## src/rtl/uart_pkg.sv

```systemverilog
// Shared definitions for the buffered UART transmitter: FSM encoding and parity selectors.
package uart_pkg;

    localparam int unsigned STATE_W = 3;

    typedef enum logic [STATE_W-1:0] {
        IDLE   = 3'd0,
        START  = 3'd1,
        DATA   = 3'd2,
        PARITY = 3'd3,
        STOP   = 3'd4
    } state_t;

    localparam logic PAR_EVEN = 1'b0;
    localparam logic PAR_ODD  = 1'b1;

endpackage

```

## src/rtl/sync_fifo.sv

```systemverilog
// Single-clock FIFO with registered full/empty/count; read data is a combinational view of the head entry.
module sync_fifo #(
    parameter int unsigned WIDTH    = 8,
    parameter int unsigned PTRWIDTH = 4
) (
    input  logic                clk,
    input  logic                rst_n,
    input  logic                wr_en,
    input  logic [WIDTH-1:0]    wr_data,
    input  logic                rd_en,
    output logic [WIDTH-1:0]    rd_data_c,
    output logic                full,
    output logic                empty,
    output logic [PTRWIDTH:0]   count
);

    localparam int unsigned DEPTH = 2 ** PTRWIDTH;
    localparam int unsigned CNT_W = PTRWIDTH + 1;

    logic [WIDTH-1:0]    mem [DEPTH];
    logic [PTRWIDTH-1:0] wr_ptr;
    logic [PTRWIDTH-1:0] rd_ptr;
    logic                wr_ok_c;
    logic                rd_ok_c;
    logic [CNT_W-1:0]    count_nxt_c;

    // A write seen while full is dropped even if a pop happens on the same edge.
    assign wr_ok_c   = wr_en && !full;
    assign rd_ok_c   = rd_en && !empty;
    assign rd_data_c = mem[rd_ptr];

    always_comb begin
        count_nxt_c = count;
        if (wr_ok_c && !rd_ok_c) begin
            count_nxt_c = count + CNT_W'(1);
        end else if (!wr_ok_c && rd_ok_c) begin
            count_nxt_c = count - CNT_W'(1);
        end
    end

    always_ff @(posedge clk or negedge rst_n) begin
        if (!rst_n) begin
            wr_ptr <= '0;
            rd_ptr <= '0;
            count  <= '0;
            full   <= 1'b0;
            empty  <= 1'b1;
        end else begin
            if (wr_ok_c) wr_ptr <= wr_ptr + PTRWIDTH'(1);
            if (rd_ok_c) rd_ptr <= rd_ptr + PTRWIDTH'(1);
            count <= count_nxt_c;
            full  <= (count_nxt_c == CNT_W'(DEPTH));
            empty <= (count_nxt_c == '0);
        end
    end

    always_ff @(posedge clk) begin
        if (wr_ok_c) mem[wr_ptr] <= wr_data;
    end

endmodule

```

## src/rtl/uart_tx_buffered.sv

```systemverilog
// Buffered UART transmitter: queued frames with per-entry parity/stop settings, serialised back-to-back.
module uart_tx_buffered
    import uart_pkg::*;
#(
    parameter int unsigned DATAWIDTH = 8,
    parameter int unsigned PTRWIDTH  = 4,
    parameter int unsigned PSWIDTH   = 4
) (
    input  logic                 clk,
    input  logic                 rst,
    input  logic [DATAWIDTH-1:0] P_DATA,
    input  logic                 DATA_VALID,
    input  logic                 PAR_EN,
    input  logic                 PAR_TYP,
    input  logic                 STOP2,
    input  logic [PSWIDTH-1:0]   PRESCALE,
    output logic                 TX_OUT,
    output logic                 Busy,
    output logic                 FULL,
    output logic                 EMPTY,
    output logic [PTRWIDTH:0]    COUNT,
    output logic                 OVF
);

    localparam int unsigned ENTRY_W = DATAWIDTH + 3;
    localparam int unsigned BIT_W   = $clog2(DATAWIDTH);

    state_t               state;
    logic [PSWIDTH-1:0]   cnt;
    logic [PSWIDTH-1:0]   ps_lat;
    logic [DATAWIDTH-1:0] shreg;
    logic [BIT_W-1:0]     bit_idx;
    logic                 par_en_r;
    logic                 parity_r;
    logic                 stop2_r;
    logic                 stop_idx;

    logic [ENTRY_W-1:0]   entry_c;
    logic                 tick_c;
    logic                 last_stop_c;
    logic                 pop_c;

    sync_fifo #(
        .WIDTH    (ENTRY_W),
        .PTRWIDTH (PTRWIDTH)
    ) u_fifo (
        .clk       (clk),
        .rst_n     (rst),
        .wr_en     (DATA_VALID),
        .wr_data   ({STOP2, PAR_TYP, PAR_EN, P_DATA}),
        .rd_en     (pop_c),
        .rd_data_c (entry_c),
        .full      (FULL),
        .empty     (EMPTY),
        .count     (COUNT)
    );

    assign tick_c      = (cnt == ps_lat);
    assign last_stop_c = !stop2_r || stop_idx;
    // Pop either from idle or on the final stop-bit clock so the next start bit follows with no gap.
    assign pop_c       = !EMPTY && ((state == IDLE) || ((state == STOP) && tick_c && last_stop_c));

    always_ff @(posedge clk or negedge rst) begin
        if (!rst) begin
            state    <= IDLE;
            cnt      <= '0;
            ps_lat   <= '0;
            shreg    <= '0;
            bit_idx  <= '0;
            par_en_r <= 1'b0;
            parity_r <= 1'b0;
            stop2_r  <= 1'b0;
            stop_idx <= 1'b0;
            TX_OUT   <= 1'b1;
            Busy     <= 1'b0;
            OVF      <= 1'b0;
        end else begin
            OVF <= DATA_VALID && FULL;
            unique case (state)
                IDLE: begin
                    TX_OUT <= 1'b1;
                    cnt    <= '0;
                    if (pop_c) begin
                        state  <= START;
                        Busy   <= 1'b1;
                        TX_OUT <= 1'b0;
                    end
                end
                START: begin
                    if (tick_c) begin
                        cnt     <= '0;
                        state   <= DATA;
                        bit_idx <= '0;
                        TX_OUT  <= shreg[0];
                    end else begin
                        cnt <= cnt + PSWIDTH'(1);
                    end
                end
                DATA: begin
                    if (tick_c) begin
                        cnt <= '0;
                        if (bit_idx == BIT_W'(DATAWIDTH - 1)) begin
                            if (par_en_r) begin
                                state  <= PARITY;
                                TX_OUT <= parity_r;
                            end else begin
                                state    <= STOP;
                                stop_idx <= 1'b0;
                                TX_OUT   <= 1'b1;
                            end
                        end else begin
                            bit_idx <= bit_idx + BIT_W'(1);
                            shreg   <= shreg >> 1;
                            TX_OUT  <= shreg[1];
                        end
                    end else begin
                        cnt <= cnt + PSWIDTH'(1);
                    end
                end
                PARITY: begin
                    if (tick_c) begin
                        cnt      <= '0;
                        state    <= STOP;
                        stop_idx <= 1'b0;
                        TX_OUT   <= 1'b1;
                    end else begin
                        cnt <= cnt + PSWIDTH'(1);
                    end
                end
                STOP: begin
                    if (tick_c) begin
                        cnt <= '0;
                        if (!last_stop_c) begin
                            stop_idx <= 1'b1;
                        end else if (pop_c) begin
                            state  <= START;
                            TX_OUT <= 1'b0;
                        end else begin
                            state  <= IDLE;
                            Busy   <= 1'b0;
                            TX_OUT <= 1'b1;
                        end
                    end else begin
                        cnt <= cnt + PSWIDTH'(1);
                    end
                end
                default: begin
                    state  <= IDLE;
                    Busy   <= 1'b0;
                    TX_OUT <= 1'b1;
                    cnt    <= '0;
                end
            endcase
            // Frame settings and prescale are captured once per frame at pop time.
            if (pop_c) begin
                shreg    <= entry_c[DATAWIDTH-1:0];
                par_en_r <= entry_c[DATAWIDTH];
                parity_r <= (^entry_c[DATAWIDTH-1:0]) ^ (entry_c[DATAWIDTH+1] == PAR_ODD);
                stop2_r  <= entry_c[DATAWIDTH+2];
                ps_lat   <= PRESCALE;
            end
        end
    end

endmodule

```

## config.mk

```make
export PLATFORM = sky130hd
export DESIGN_NAME = uart_tx_buffered
export DESIGN_NICKNAME = d
export VERILOG_FILES = /design/src/rtl/uart_pkg.sv /design/src/rtl/sync_fifo.sv /design/src/rtl/uart_tx_buffered.sv
export SDC_FILE = /design/constraint.sdc
export NUM_CORES = 1
export LEC_CHECK = 0
export BUFFER_PORTS_ARGS = -buffer_cell sky130_fd_sc_hd__buf_4
export CAP_MARGIN = 10
export CORE_MARGIN = 2
export CORE_UTILIZATION = 60
export CTS_CLUSTER_SIZE = 28
export DETAILED_ROUTE_END_ITERATION = 8
export PLACE_DENSITY = 0.73
export SYNTH_ARGS = -nofsm -noshare
export SYNTH_HDL_FRONTEND = slang
export SYNTH_SLANG_ARGS = --single-unit
export TNS_END_PERCENT = 1
```

## constraint.sdc

```tcl
create_clock -name clk -period 3.2 [get_ports clk]
set_input_delay 0.32 -clock clk [delete_from_list [all_inputs] [get_ports clk]]
set_output_delay 0.32 -clock clk [all_outputs]
set_load 0.01 [all_outputs]
```

==> results of run 1 <==
## per-layer routing
metal	track usage [%]	vias to the layer above	wire length, um
met4	7.111	0	494
met2	36.02	196	8530
li1	-	2095	-
met5	0	-	0
met3	5.019	39	1400
met1	32.42	2433	7071
## layout by cell type (no fill, tap or decap), types with 3 or more instances in the layout
cell type / Yosys / final
sky130_fd_sc_hd__nand3_1: 12 / 12
sky130_fd_sc_hd__xor2_1: 4 / 4
sky130_fd_sc_hd__mux2i_1: 9 / 9
sky130_fd_sc_hd__ha_1: 10 / 10
sky130_fd_sc_hd__o21ai_0: 19 / 19
sky130_fd_sc_hd__nand4_1: 3 / 3
sky130_fd_sc_hd__or3_1: 3 / 3
sky130_fd_sc_hd__nor2_1: 25 / 25
sky130_fd_sc_hd__nand2b_1: 3 / 3
sky130_fd_sc_hd__xnor2_1: 19 / 19
sky130_fd_sc_hd__mux4_2: 48 / 48
sky130_fd_sc_hd__a22oi_1: 5 / 5
sky130_fd_sc_hd__a21oi_1: 7 / 7
sky130_fd_sc_hd__nor2b_1: 5 / 5
sky130_fd_sc_hd__clkinv_2: 0 / 6
sky130_fd_sc_hd__dfrtp_1: 42 / 40
sky130_fd_sc_hd__nor3_2: 0 / 4
sky130_fd_sc_hd__mux4_1: 3 / 3
sky130_fd_sc_hd__buf_4: 1 / 53
sky130_fd_sc_hd__clkbuf_16: 0 / 23
sky130_fd_sc_hd__clkinv_1: 0 / 3
sky130_fd_sc_hd__inv_1: 10 / 10
sky130_fd_sc_hd__edfxtp_1: 176 / 176
sky130_fd_sc_hd__and2_1: 3 / 3
sky130_fd_sc_hd__nand2_1: 50 / 50
sky130_fd_sc_hd__clkbuf_1: 14 / 6
## worst paths after layout
path,startpoint,to,slack [ns],cells past startpoint
hold reg to reg,stop2_r$_DFFE_PN0N_,stop2_r$_DFFE_PN0N_,0.49,2
max in group asynchronous,rst,u_fifo.rd_ptr[1]$_DFFE_PN0P_,2.44,2
setup / recovery,u_fifo.rd_ptr[0]$_DFFE_PN0P_,parity_r$_DFFE_PN0N_,0.47,8
setup reg to reg,u_fifo.rd_ptr[0]$_DFFE_PN0P_,parity_r$_DFFE_PN0N_,0.47,8
hold / removal,PRESCALE[2],ps_lat[2]$_DFFE_PN0N_,0.01,3
min in group asynchronous,rst,u_fifo.count[0]$_DFF_PN0_,0.35,2
## power groups by stage
stage | clock network, mW | registers (mW) | logic (mW)
2_1_floorplan | 0 | 3.83 | 2.46
3_3_place_gp | 0 | 3.98 | 3.09
3_5_place_dp | 0 | 4.00 | 3.14
4_1_cts | 2.41 | 3.96 | 3.16
5_1_grt | 2.52 | 4.00 | 3.42
6_report | 2.36 | 3.95 | 3.12
## final cells by class
cell class,instances,area (um^2),area share [%]
Tap cell,184,230.2,2.259
Inverter,10,37.54,0.3682
Timing Repair Buffer,55,427.9,4.198
Multi-Input combinational cell,258,2445,23.98
Clock inverter,10,50.05,0.4910
Clock buffer,30,611.8,6.002
Sequential cell,220,6391,62.70
## worst max-delay path: stages (launching register included)
cell	delay, ns
sky130_fd_sc_hd__dfrtp_2	0.58
sky130_fd_sc_hd__buf_12	0.26
sky130_fd_sc_hd__mux4_2	0.53
sky130_fd_sc_hd__a22oi_1	0.21
sky130_fd_sc_hd__nand3_1	0.18
sky130_fd_sc_hd__xnor2_1	0.24
sky130_fd_sc_hd__xnor3_1	0.35
sky130_fd_sc_hd__xnor2_1	0.16
sky130_fd_sc_hd__o21ai_1	0.07
## cell families (layout without fill, tap and decap cells)
logic type | count (synthesis) | count (layout) | share of synthesized area [%]
flip-flops | 220 | 220 | 71.15
AND/OR/NAND/NOR | 118 | 118 | 5.978
multiplexers | 61 | 61 | 14.05
AO/OA/AOI/OAI | 45 | 45 | 3.094
buffers and inverters | 34 | 105 | 1.839
XOR/XNOR | 24 | 24 | 2.494
adder cells (fa/ha/maj) | 10 | 10 | 1.394
## metrics by stage
step	instance area, um^2	util (%)
finish	10190	69.87
global route	10190	69.87
CTS	10190	69.87
detailed placement	9522	65.27
global placement	9522	65.27
floorplan	8979	-
## sequential cells by signal, indices dropped and copies added, names as in the netlist, 3 cells and up
register / flops
shreg: 8
u_fifo.wr_ptr: 4
state: 3
cnt: 4
u_fifo.rd_ptr: 4
u_fifo.mem: 176
bit_idx: 3
ps_lat: 4
u_fifo.count: 5
==> flow_metrics.env, run 1 <==
export IMPL_run_status="finished clean"
export IMPL_dp_hpwl_um=11030
export IMPL_synth_largest_area_cell="sky130_fd_sc_hd__edfxtp_1"
export IMPL_path_clk_slew_ns=0.06
export IMPL_layout_drive_gt1_share_pct=24.70
export IMPL_fin_tns_setup_ns=0
export IMPL_drc=0
export IMPL_required_time_of_the_worst_setup_path_ns=3.57
export IMPL_period_share_pct=85.24
export IMPL_net_switching_power_mw=2.944
export IMPL_area_growth_pct=13.53
export IMPL_place_ws_ns=0.4546
export IMPL_postCtsSetupRepairBufs=0
export IMPL_power_share_combinational_pct=33.1
export IMPL_grt_pass1_vias=4698
export IMPL_max_freq_mhz=366.6
export IMPL_top_area_cell_type_share_of_the_netlist_area_pct=58.86
export IMPL_dominantRegCellSynth="sky130_fd_sc_hd__edfxtp_1"
export IMPL_area_inside_the_core_boundary_um2=14590
export IMPL_die_area_um2=15960
export IMPL_track_usage_pct=22.72
export IMPL_endpoint_kind="flop"
export IMPL_hold_violations=0
export IMPL_ys_ff_latch=220
export IMPL_timing_max_cap_violations=0
export IMPL_die_width_um=126.3
export IMPL_setup_repair_after_global_routing_missed_its_margin="false"
export IMPL_slew_violations=0
export IMPL_number_of_enable_type_register_cells_in_the_synthesized_netlist=176
export IMPL_final_setup_viol_count=0
export IMPL_maxSlewHeadroom_pct=36.05
export IMPL_routedWlPerCell_um=22.81
export IMPL_timing_critical_path_arrival_ns=3.09
export IMPL_vias_post_dr=4763
export IMPL_totalPowerFinal_mw=9.426
export IMPL_filler_cell_count=913
export IMPL_synth_seq_area_share_pct=71.15
export IMPL_critical_path_startpoint_type="flop"
export IMPL_final_net_count=596
export IMPL_critPathKind="reg -> reg"
export IMPL_netlist_cell_types=47
export IMPL_postCtsResizedCells=0
export IMPL_grt_ovfl_total=0
export IMPL_setup_slack_ns=0.4722
export IMPL_cts_tree="built"
export IMPL_number_of_design_rule_violations_left_by_the_first_detailed_router_iteration=446
export IMPL_synth_warnings=0
export IMPL_place_detailed_instances=726
export IMPL_total_leakage_power_nw=3.609
export IMPL_worst_pin_slew_ns=0.9573
export IMPL_synthCells=512
export IMPL_htree_levels=1
export IMPL_worst_clock_skew_ns=0.01322
export IMPL_drt_pre_antenna_iters=5
export IMPL_num_rows=44
export IMPL_clock_root_buffer="sky130_fd_sc_hd__clkbuf_16"
export IMPL_syn_nets=540
export IMPL_cts_hold_buffers=1
export IMPL_flop_pwr_share_pct=41.9
export IMPL_wirelength_um=17500
export IMPL_p_int_mw=6.483
export IMPL_gp_congestion=0.8150
export IMPL_clock_period_minus_worst_slack_ns=2.728
export IMPL_crit_path_max_fanout=21
export IMPL_synth_most_common_cell="sky130_fd_sc_hd__edfxtp_1"
export IMPL_power_ir_vdd_worst_uv=520.5
export IMPL_power_switching_share_pct=31.23
export IMPL_clock_sinks=220
export IMPL_final_cells=767
export IMPL_die_y_um=126.3
export IMPL_vias_per_cell=6.210
export IMPL_synth_common_cells="sky130_fd_sc_hd__edfxtp_1 (176), sky130_fd_sc_hd__nand2_1 (50), sky130_fd_sc_hd__mux4_2 (48), sky130_fd_sc_hd__dfrtp_1 (42), sky130_fd_sc_hd__nor2_1 (25)"
export IMPL_worst_hold_slack_ns=0.01024
export IMPL_hp_class="in -> reg"
export IMPL_route_antenna_remaining_nets=0
export IMPL_ys_top_cells_by_area="sky130_fd_sc_hd__edfxtp_1 (59%), sky130_fd_sc_hd__mux4_2 (12%), sky130_fd_sc_hd__dfrtp_1 (12%), sky130_fd_sc_hd__nand2_1 (2.1%), sky130_fd_sc_hd__xnor2_1 (1.9%)"
export IMPL_clkLatencyLatePin_ns=0.51
export IMPL_pwr_share_clk_pct=25.0
export IMPL_synthesis_area_um2=8979
export IMPL_cts_buffers=23
export IMPL_syn_area_per_cell_um2=17.54
export IMPL_top_level_ports=28
export IMPL_io_buffer_count=27
export IMPL_antennaDiodeCount=0
export IMPL_cts_buffer_depth=3
export IMPL_power_density_cell_area_nw_per_um2=924.7
export IMPL_number_of_antenna_violations_at_the_first_check_in_global_routing=0
export IMPL_grt_first_pass_wirelength_um=27140
export IMPL_synth_async_reset_ratio_pct=20.00
export IMPL_maximum_number_of_pins_on_one_net_before_global_route_repair=45
export IMPL_initial_core_util_pct=61.54
(Power assumes the default switching activity.)
==> inputs of run 2 (changes only) <==
--- a/config.mk
+++ b/config.mk
@@ -5,13 +5,15 @@
 export SDC_FILE = /design/constraint.sdc
 export NUM_CORES = 1
 export LEC_CHECK = 0
+export ABC_AREA = 1
 export BUFFER_PORTS_ARGS = -buffer_cell sky130_fd_sc_hd__buf_4
 export CAP_MARGIN = 10
 export CORE_MARGIN = 2
-export CORE_UTILIZATION = 60
+export CORE_UTILIZATION = 58
+export CTS_BUF_LIST = sky130_fd_sc_hd__clkbuf_4
 export CTS_CLUSTER_SIZE = 28
 export DETAILED_ROUTE_END_ITERATION = 8
-export PLACE_DENSITY = 0.73
+export PLACE_DENSITY = 0.74
 export SYNTH_ARGS = -nofsm -noshare
 export SYNTH_HDL_FRONTEND = slang
 export SYNTH_SLANG_ARGS = --single-unit
==> constraint.sdc (replaced) <==
create_clock -name clk -period 2.4 [get_ports clk]
set_input_delay 0.24 -clock clk [delete_from_list [all_inputs] [get_ports clk]]
set_output_delay 0.24 -clock clk [all_outputs]
set_load 0.01 [all_outputs]
==> run 2 against run 1 <==
Register-to-register slack got worse by 0.19 ns. Sequential share of layout area fell by 5.0 points. Combinational power grew 84%. Synthesized cell count up 78%. Design area is 8.7% higher. Die area is 11% higher. Final cell count is 65% higher. Sequential power up 30%. Global-route usage grew 2.1 points. Synthesized area rose by 7.3%. Count of clock-buffer cells in the layout rose by 51. Clock skew increased by 0.044 ns. Largest cell class unchanged.
==> flow_metrics.env, run 2 <==
export IMPL_run_status="finished clean"
export IMPL_area_inside_the_core_boundary_um2=16410
export IMPL_grt_first_pass_wirelength_um=33640
export IMPL_fin_tns_setup_ns=0
export IMPL_totalPowerFinal_mw=13.84
export IMPL_setup_repair_after_global_routing_missed_its_margin="false"
export IMPL_maximum_number_of_pins_on_one_net_before_global_route_repair=72
export IMPL_htree_levels=2
export IMPL_io_buffer_count=27
export IMPL_clock_sinks=220
export IMPL_drc=0
export IMPL_cts_tree="built"
export IMPL_vias_per_cell=5.357
export IMPL_worst_pin_slew_ns=0.5727
export IMPL_cts_buffers=55
export IMPL_power_density_cell_area_nw_per_um2=1249
export IMPL_power_ir_vdd_worst_uv=633.0
export IMPL_grt_pass1_vias=6619
export IMPL_met3_usage_pct=6.245
export IMPL_drt_pre_antenna_iters=5
export IMPL_synth_common_cells="sky130_fd_sc_hd__nand2_1 (229), sky130_fd_sc_hd__edfxtp_1 (176), sky130_fd_sc_hd__nor2_1 (100), sky130_fd_sc_hd__nand3_1 (87), sky130_fd_sc_hd__inv_1 (83)"
export IMPL_synthCells=912
export IMPL_syn_area_per_cell_um2=10.57
export IMPL_crit_path_max_incr_delay_ns=0.41
export IMPL_worst_r2r_endpoint="shreg[0]$_DFFE_PN0P_"
export IMPL_route_antenna_remaining_nets=0
export IMPL_critPathKind="reg -> reg"
export IMPL_cp_top_family="simple AND/OR/NAND/NOR gates"
export IMPL_die_area_um2=17660
export IMPL_globalRouteMet1Util_pct=32.69
export IMPL_period_share_pct=88.36
export IMPL_max_freq_mhz=471.6
export IMPL_timing_max_cap_violations=0
export IMPL_dominantRegCellSynth="sky130_fd_sc_hd__edfxtp_1"
export IMPL_cts_buffer_depth=3
export IMPL_postCtsResizedCells=0
export IMPL_slew_violations=0
export IMPL_timing_critical_path_arrival_ns=2.68
export IMPL_rr_worst_depth=11
export IMPL_number_of_enable_type_register_cells_in_the_synthesized_netlist=176
export IMPL_ys_ff_latch=220
export IMPL_critical_path_n_buffers_inverters=4
export IMPL_synth_async_reset_ratio_pct=20.00
export IMPL_path_clk_slew_ns=0.07
export IMPL_synth_warnings=0
export IMPL_total_leakage_power_nw=4.653
export IMPL_critical_path_cell_chain="nor2_2, inv_2, nor2_1, inv_1, o21ai_4, nand2_4, inv_2, nor2_1, inv_1, o22ai_1, a21oi_1"
export IMPL_number_of_flip_flops_under_the_largest_register_name=176
export IMPL_final_setup_viol_count=0
export IMPL_critical_path_reg2reg_startpoint="state[0]$_DFFE_PN0P_"
export IMPL_postCtsSetupRepairBufs=0
export IMPL_synth_largest_area_cell="sky130_fd_sc_hd__edfxtp_1"
export IMPL_top_level_ports=28
export IMPL_grtUsageMet2_pct=39.81
export IMPL_mostFrequentLayoutCells="sky130_fd_sc_hd__nand2_1 (229), sky130_fd_sc_hd__edfxtp_1 (176), sky130_fd_sc_hd__nor2_1 (100)"
export IMPL_largestRegisters="u_fifo.mem: 176 flops, shreg: 8 flops, u_fifo.count: 5 flops"
export IMPL_syn_nets=940
export IMPL_place_detailed_instances=1157
export IMPL_synth_most_common_cell="sky130_fd_sc_hd__nand2_1"
export IMPL_number_of_antenna_violations_at_the_first_check_in_global_routing=1
export IMPL_gp_congestion=0.8180
export IMPL_clock_period_minus_worst_slack_ns=2.121
export IMPL_synth_seq_area_share_pct=66.29
export IMPL_maxSlewHeadroom_pct=61.82
export IMPL_area_growth_pct=14.99
export IMPL_hp_class="in -> async"
export IMPL_area_after_dpl_um2=10250
export IMPL_ff2ff_setup_slack_ns=0.28
export IMPL_die_width_um=132.9
export IMPL_layout_commonest_cell="sky130_fd_sc_hd__nand2_1"
export IMPL_ys_top_cells_by_area="sky130_fd_sc_hd__edfxtp_1 (55%), sky130_fd_sc_hd__dfrtp_1 (11%), sky130_fd_sc_hd__nand2_1 (8.9%), sky130_fd_sc_hd__nand3_1 (4.5%), sky130_fd_sc_hd__nor2_1 (3.9%)"
export IMPL_place_ws_ns=0.3388
export IMPL_endpoint_kind="flop"
export IMPL_number_of_design_rule_violations_left_by_the_first_detailed_router_iteration=694
export IMPL_grt_ovfl_total=0
export IMPL_setup_slack_ns=0.2794
export IMPL_final_design_area_no_fill_um2=11080
export IMPL_num_rows=47
export IMPL_required_time_of_the_worst_setup_path_ns=2.96
export IMPL_track_usage_pct=24.86
export IMPL_final_cells=1267
export IMPL_worst_hold_slack_ns=0.09849
export IMPL_wirelength_um=21220
export IMPL_final_core_util_pct=67.55
export IMPL_routedWlPerCell_um=16.75
export IMPL_grt_busiest_layer="met2"
export IMPL_initial_core_util_pct=58.74
export IMPL_top_area_cell_type_share_of_the_netlist_area_pct=54.84
export IMPL_worst_path_max_delay_cell="sky130_fd_sc_hd__dfrtp_1"
export IMPL_hold_violations=0
export IMPL_filler_cell_count=1237
export IMPL_critical_path_startpoint_type="flop"
export IMPL_registers_top_by_ff_count="u_fifo.mem"
export IMPL_die_y_um=132.9
export IMPL_clkLatencyLatePin_ns=0.69
export IMPL_worst_clock_skew_ns=0.05694
export IMPL_netlist_cell_types=41
export IMPL_synthesis_area_um2=9638
export IMPL_dp_hpwl_um=12820
export IMPL_final_net_count=1039
export IMPL_layout_drive_gt1_share_pct=16.16
export IMPL_clock_root_buffer="sky130_fd_sc_hd__clkbuf_4"
export IMPL_crit_path_max_fanout=17
export IMPL_vias_post_dr=6787
-- run 2: changes by cell type after synthesis, moves of 13 or more --
cell	previous run	this run
sky130_fd_sc_hd__nand2_1	50	229
sky130_fd_sc_hd__nand3_1	12	87
sky130_fd_sc_hd__nor2_1	25	100
sky130_fd_sc_hd__inv_1	10	83
sky130_fd_sc_hd__mux4_2	48	0
sky130_fd_sc_hd__o21ai_0	19	51
sky130_fd_sc_hd__xnor2_1	19	3
sky130_fd_sc_hd__buf_2	3	16
-- run 2: area by class of cell --
type | count | area (um^2) | share of cell area (%)
clock buffers | 81 | 608.1 | 5.487
clock inverters | 11 | 50.05 | 0.4516
well taps | 220 | 275.3 | 2.484
flip-flops and latches | 220 | 6390 | 57.65
inverters | 88 | 330.3 | 2.980
diodes | 1 | 2.502 | 0.02258
multi-input cells | 564 | 2719 | 24.53
repair buffers | 82 | 708.2 | 6.390
-- run 2: worst max-delay path by stage --
stage                                            start                          end  slack, ns  cells after the start
after global routing              state[0]$_DFFE_PN0P_         shreg[0]$_DFFE_PN0P_       0.02                     11
after CTS                 u_fifo.rd_ptr[1]$_DFFE_PN0P_         parity_r$_DFFE_PN0N_       0.30                     15
after detailed placement  u_fifo.rd_ptr[1]$_DFFE_PN0P_         parity_r$_DFFE_PN0N_       0.34                     15
after global placement                cnt[0]$_DFF_PN0_         shreg[0]$_DFFE_PN0P_       0.39                     10
final                             state[0]$_DFFE_PN0P_         shreg[0]$_DFFE_PN0P_       0.28                     11
after floorplan                  u_fifo.full$_DFF_PN0_  u_fifo.mem[11][0]$_DFFE_PP_       0.47                      3
-- run 2: kinds of logic (layout without fill, tap and decap cells) --
logic type / Yosys count / count (layout) / share of synthesized area, %
and+or+nand+nor: 434 / 434 / 18.86
DFF: 220 / 220 / 66.29
buffers and inverters: 128 / 262 / 5.504
AOI/OAI and AO/OA: 103 / 103 / 6.426
xor gates and xnor gates: 17 / 17 / 1.623
adders and majority gates: 10 / 10 / 1.298
other: 0 / 1 / 0
-- run 2: what timing repair did --
action / CTS / global route
hold endpoints to repair: 225 / 0
endpoints found under the setup margin: 0 / 0
hold buffers: 17 / 0
-- run 2: routing by layer --
layer | vias to the layer above | wire, um
met2 | 270 | 10270
met3 | 40 | 1617
met4 | 0 | 491
met1 | 3179 | 8840
li1 | 3298 | -
met5 | - | 0
-- run 2: report_power, final --
part           leakage (nW)  switching (mW)  internal (mW)
clock                 0.391            1.42           1.53
sequential             2.13           0.353           4.79
combinational          2.14            3.80           1.94
==> inputs of run 3 (changes only) <==
--- a/config.mk
+++ b/config.mk
@@ -5,7 +5,6 @@
 export SDC_FILE = /design/constraint.sdc
 export NUM_CORES = 1
 export LEC_CHECK = 0
-export ABC_AREA = 1
 export BUFFER_PORTS_ARGS = -buffer_cell sky130_fd_sc_hd__buf_4
 export CAP_MARGIN = 10
 export CORE_MARGIN = 2
@@ -13,7 +12,7 @@
 export CTS_BUF_LIST = sky130_fd_sc_hd__clkbuf_4
 export CTS_CLUSTER_SIZE = 28
 export DETAILED_ROUTE_END_ITERATION = 8
-export PLACE_DENSITY = 0.74
+export PLACE_DENSITY_LB_ADDON = 0.08
 export SYNTH_ARGS = -nofsm -noshare
 export SYNTH_HDL_FRONTEND = slang
 export SYNTH_SLANG_ARGS = --single-unit
==> constraint.sdc (replaced) <==
create_clock -name clk -period 1.78 [get_ports clk]
set_input_delay 0.178 -clock clk [delete_from_list [all_inputs] [get_ports clk]]
set_output_delay 0.178 -clock clk [all_outputs]
set_load 0.01 [all_outputs]
==> run 3 against run 2 <==
Clock skew down 0.017 ns. Sequential cell count unchanged. Total power grew 38%. Critical path depth is 2 lower. The run now ends with setup timing left. Non-clock buffer count rose by 53. First-iteration DRC count is 46% lower. Wire length fell by 5.7%. Die area shrank 6.6%. Final cell count is 28% lower. Fmax down 15%. Sequential share of layout area is 0.96 points lower. Critical endpoint is now parity_r$_DFFE_PN0N_. Design area is 1.7% higher.
==> flow_metrics.env, run 3 (synthesis gave the netlist of run 1 again) <==
export IMPL_run_status="complete, but fails checks"
export IMPL_violations_in_the_final_reports="setup timing"
export IMPL_total_leakage_power_nw=4.228
export IMPL_path_clk_slew_ns=0.07
export IMPL_critical_path_n_buffers_inverters=2
export IMPL_grt_ovfl_total=0
export IMPL_max_freq_mhz=398.6
export IMPL_grt_first_pass_wirelength_um=30550
export IMPL_htree_levels=2
export IMPL_gp_congestion=0.8443
export IMPL_clkLatencyLatePin_ns=0.67
export IMPL_setup_slack_ns=-0.7288
export IMPL_final_design_area_no_fill_um2=11270
export IMPL_drt_pre_antenna_iters=5
export IMPL_route_antenna_remaining_nets=0
export IMPL_area_growth_pct=25.54
export IMPL_track_usage_pct=25.47
export IMPL_clock_root_buffer="sky130_fd_sc_hd__clkbuf_4"
export IMPL_die_area_um2=16490
export IMPL_vias_post_dr=5319
export IMPL_period_share_pct=140.9
export IMPL_critical_path_cell_chain="buf_12, bufbuf_16, mux4_2, nand2_2, nand3_4, xnor2_2, xnor3_1, xnor2_1, o21ai_1"
export IMPL_hp_class="in -> async"
export IMPL_rr_worst_depth=9
export IMPL_hold_violations=0
export IMPL_crit_path_max_fanout=5
export IMPL_fin_tns_setup_ns=-3.675
export IMPL_filler_cell_count=966
export IMPL_setup_repair_after_global_routing_missed_its_margin="true"
export IMPL_top_level_ports=28
export IMPL_layout_commonest_cell="sky130_fd_sc_hd__edfxtp_1"
export IMPL_mostFrequentLayoutCells="sky130_fd_sc_hd__edfxtp_1 (176), sky130_fd_sc_hd__buf_4 (101), sky130_fd_sc_hd__clkbuf_4 (81)"
export IMPL_number_of_design_rule_violations_left_by_the_first_detailed_router_iteration=376
export IMPL_io_buffer_count=27
export IMPL_maxSlewHeadroom_pct=62.42
export IMPL_grt_pass1_vias=5543
export IMPL_area_inside_the_core_boundary_um2=15150
export IMPL_critPathKind="reg -> reg"
export IMPL_critical_path_startpoint_type="flop"
export IMPL_routedWlPerCell_um=21.85
export IMPL_clock_period_minus_worst_slack_ns=2.509
export IMPL_required_time_of_the_worst_setup_path_ns=2.34
export IMPL_number_of_flip_flops_under_the_largest_register_name=176
export IMPL_dp_hpwl_um=12690
export IMPL_num_rows=45
export IMPL_endpoint_kind="flop"
export IMPL_final_setup_viol_count=15
export IMPL_worst_pin_slew_ns=0.5637
export IMPL_registers_top_by_ff_count="u_fifo.mem"
export IMPL_cts_buffers=55
export IMPL_initial_core_util_pct=59.28
export IMPL_crit_path_max_incr_delay_ns=0.52
export IMPL_power_density_cell_area_nw_per_um2=1689
export IMPL_seq_area_um2=6391
export IMPL_ff2ff_setup_slack_ns=-0.73
export IMPL_worst_path_max_delay_cell="sky130_fd_sc_hd__mux4_2"
export IMPL_drc=0
export IMPL_cts_buffer_depth=3
export IMPL_vias_per_cell=5.807
export IMPL_critical_path_reg2reg_startpoint="u_fifo.rd_ptr[0]$_DFFE_PN0P_"
export IMPL_multi_input_area_um2=2580
export IMPL_timing_max_cap_violations=0
export IMPL_number_of_antenna_violations_at_the_first_check_in_global_routing=1
export IMPL_final_net_count=708
export IMPL_worst_r2r_endpoint="parity_r$_DFFE_PN0N_"
export IMPL_largestRegisters="u_fifo.mem: 176 flops, shreg: 8 flops, u_fifo.count: 5 flops"
export IMPL_clock_sinks=220
export IMPL_cts_tree="built"
export IMPL_die_y_um=128.4
export IMPL_layout_drive_gt1_share_pct=39.48
export IMPL_worst_clock_skew_ns=0.03962
export IMPL_die_width_um=128.4
export IMPL_wirelength_um=20020
export IMPL_maximum_number_of_pins_on_one_net_before_global_route_repair=45
export IMPL_cp_top_family="XOR/XNOR gates"
export IMPL_slew_violations=0
export IMPL_area_after_dpl_um2=10050
export IMPL_timing_critical_path_arrival_ns=3.07
export IMPL_power_ir_vdd_worst_uv=811.3
-- run 3: changes by cell type in the layout (fill, tap and decap cells not counted), moves of 9 or more --
| cell | change |
|---|---|
| sky130_fd_sc_hd__clkinv_1 | +10 |
| sky130_fd_sc_hd__nor2_1 | -76 |
| sky130_fd_sc_hd__o211ai_1 | -11 |
| sky130_fd_sc_hd__xor2_1 | -10 |
| sky130_fd_sc_hd__mux4_2 | +50 |
| sky130_fd_sc_hd__nand2_1 | -182 |
| sky130_fd_sc_hd__o21ai_0 | -37 |
| sky130_fd_sc_hd__mux2i_1 | +9 |
| sky130_fd_sc_hd__xnor2_1 | +11 |
| sky130_fd_sc_hd__nand3_1 | -81 |
| sky130_fd_sc_hd__buf_4 | +40 |
| sky130_fd_sc_hd__inv_1 | -73 |
-- run 3: per-stage QoR --
stage	power, mW	hold slack, ns	utilization, %	std cells	setup WS [ns]
finish	19.04	0.03773	74.42	916	-0.7288
global route	20.01	0.09111	74.42	916	-0.8091
CTS	18.76	0.04167	73.55	915	-0.7604
detailed placement	13.79	0.2072	66.35	788	-0.8092
global placement	13.61	0.2014	66.35	788	-0.7519
floorplan	11.37	-0.1176	-	512	-0.6418
-- run 3: layer usage --
| metal | part of all wire, % | GRT usage [%] | wire, um |
|---|---|---|---|
| met1 | 40 | 32.47 | 8079 |
| met4 | 2.1 | 9.179 | 418 |
| met5 | 0 | 0 | 0 |
| met2 | 52 | 44.21 | 10510 |
| met3 | 5.1 | 4.906 | 1014 |
-- run 3: worst max-delay path by stage --
stage / startpoint / cells past startpoint / slack (ns) / to
detailed placement: u_fifo.rd_ptr[0]$_DFFE_PN0P_ / 8 / -0.81 / parity_r$_DFFE_PN0N_
floorplan: u_fifo.rd_ptr[0]$_DFFE_PN0P_ / 10 / -0.64 / parity_r$_DFFE_PN0N_
CTS: u_fifo.rd_ptr[0]$_DFFE_PN0P_ / 9 / -0.76 / parity_r$_DFFE_PN0N_
finish: u_fifo.rd_ptr[0]$_DFFE_PN0P_ / 9 / -0.73 / parity_r$_DFFE_PN0N_
global placement: u_fifo.rd_ptr[0]$_DFFE_PN0P_ / 8 / -0.75 / parity_r$_DFFE_PN0N_
global route: u_fifo.rd_ptr[0]$_DFFE_PN0P_ / 8 / -0.81 / parity_r$_DFFE_PN0N_
-- run 3: repair_timing --
action / 4_1_cts / 5_1_grt
pin swaps: 4 / 11
hold endpoints to repair: 225 / 0
gates cloned: 3 / 0
setup endpoints to repair: 25 / 34
buffers inserted: 3 / 0
resized for setup: 11 / 34
hold buffers: 17 / 0
-- run 3: final cells by class --
class,instances,share of cell area (%)
sequential,220,56.70
timing repair buffer,135,11.34
clock buffer,81,5.395
inverter,10,0.3330
multi-input combinational,258,22.89
clock inverter,23,1.232
tap,188,2.087
antenna,1,0.02220
-- run 3: power breakdown --
group          total [mW]  switching [mW]  internal [mW]  leakage (nW)
combinational        7.71            3.54           4.17          1.66
clock                4.37            1.99           2.38         0.437
sequential           6.97           0.522           6.44          2.13
total                19.0            6.05           13.0          4.23
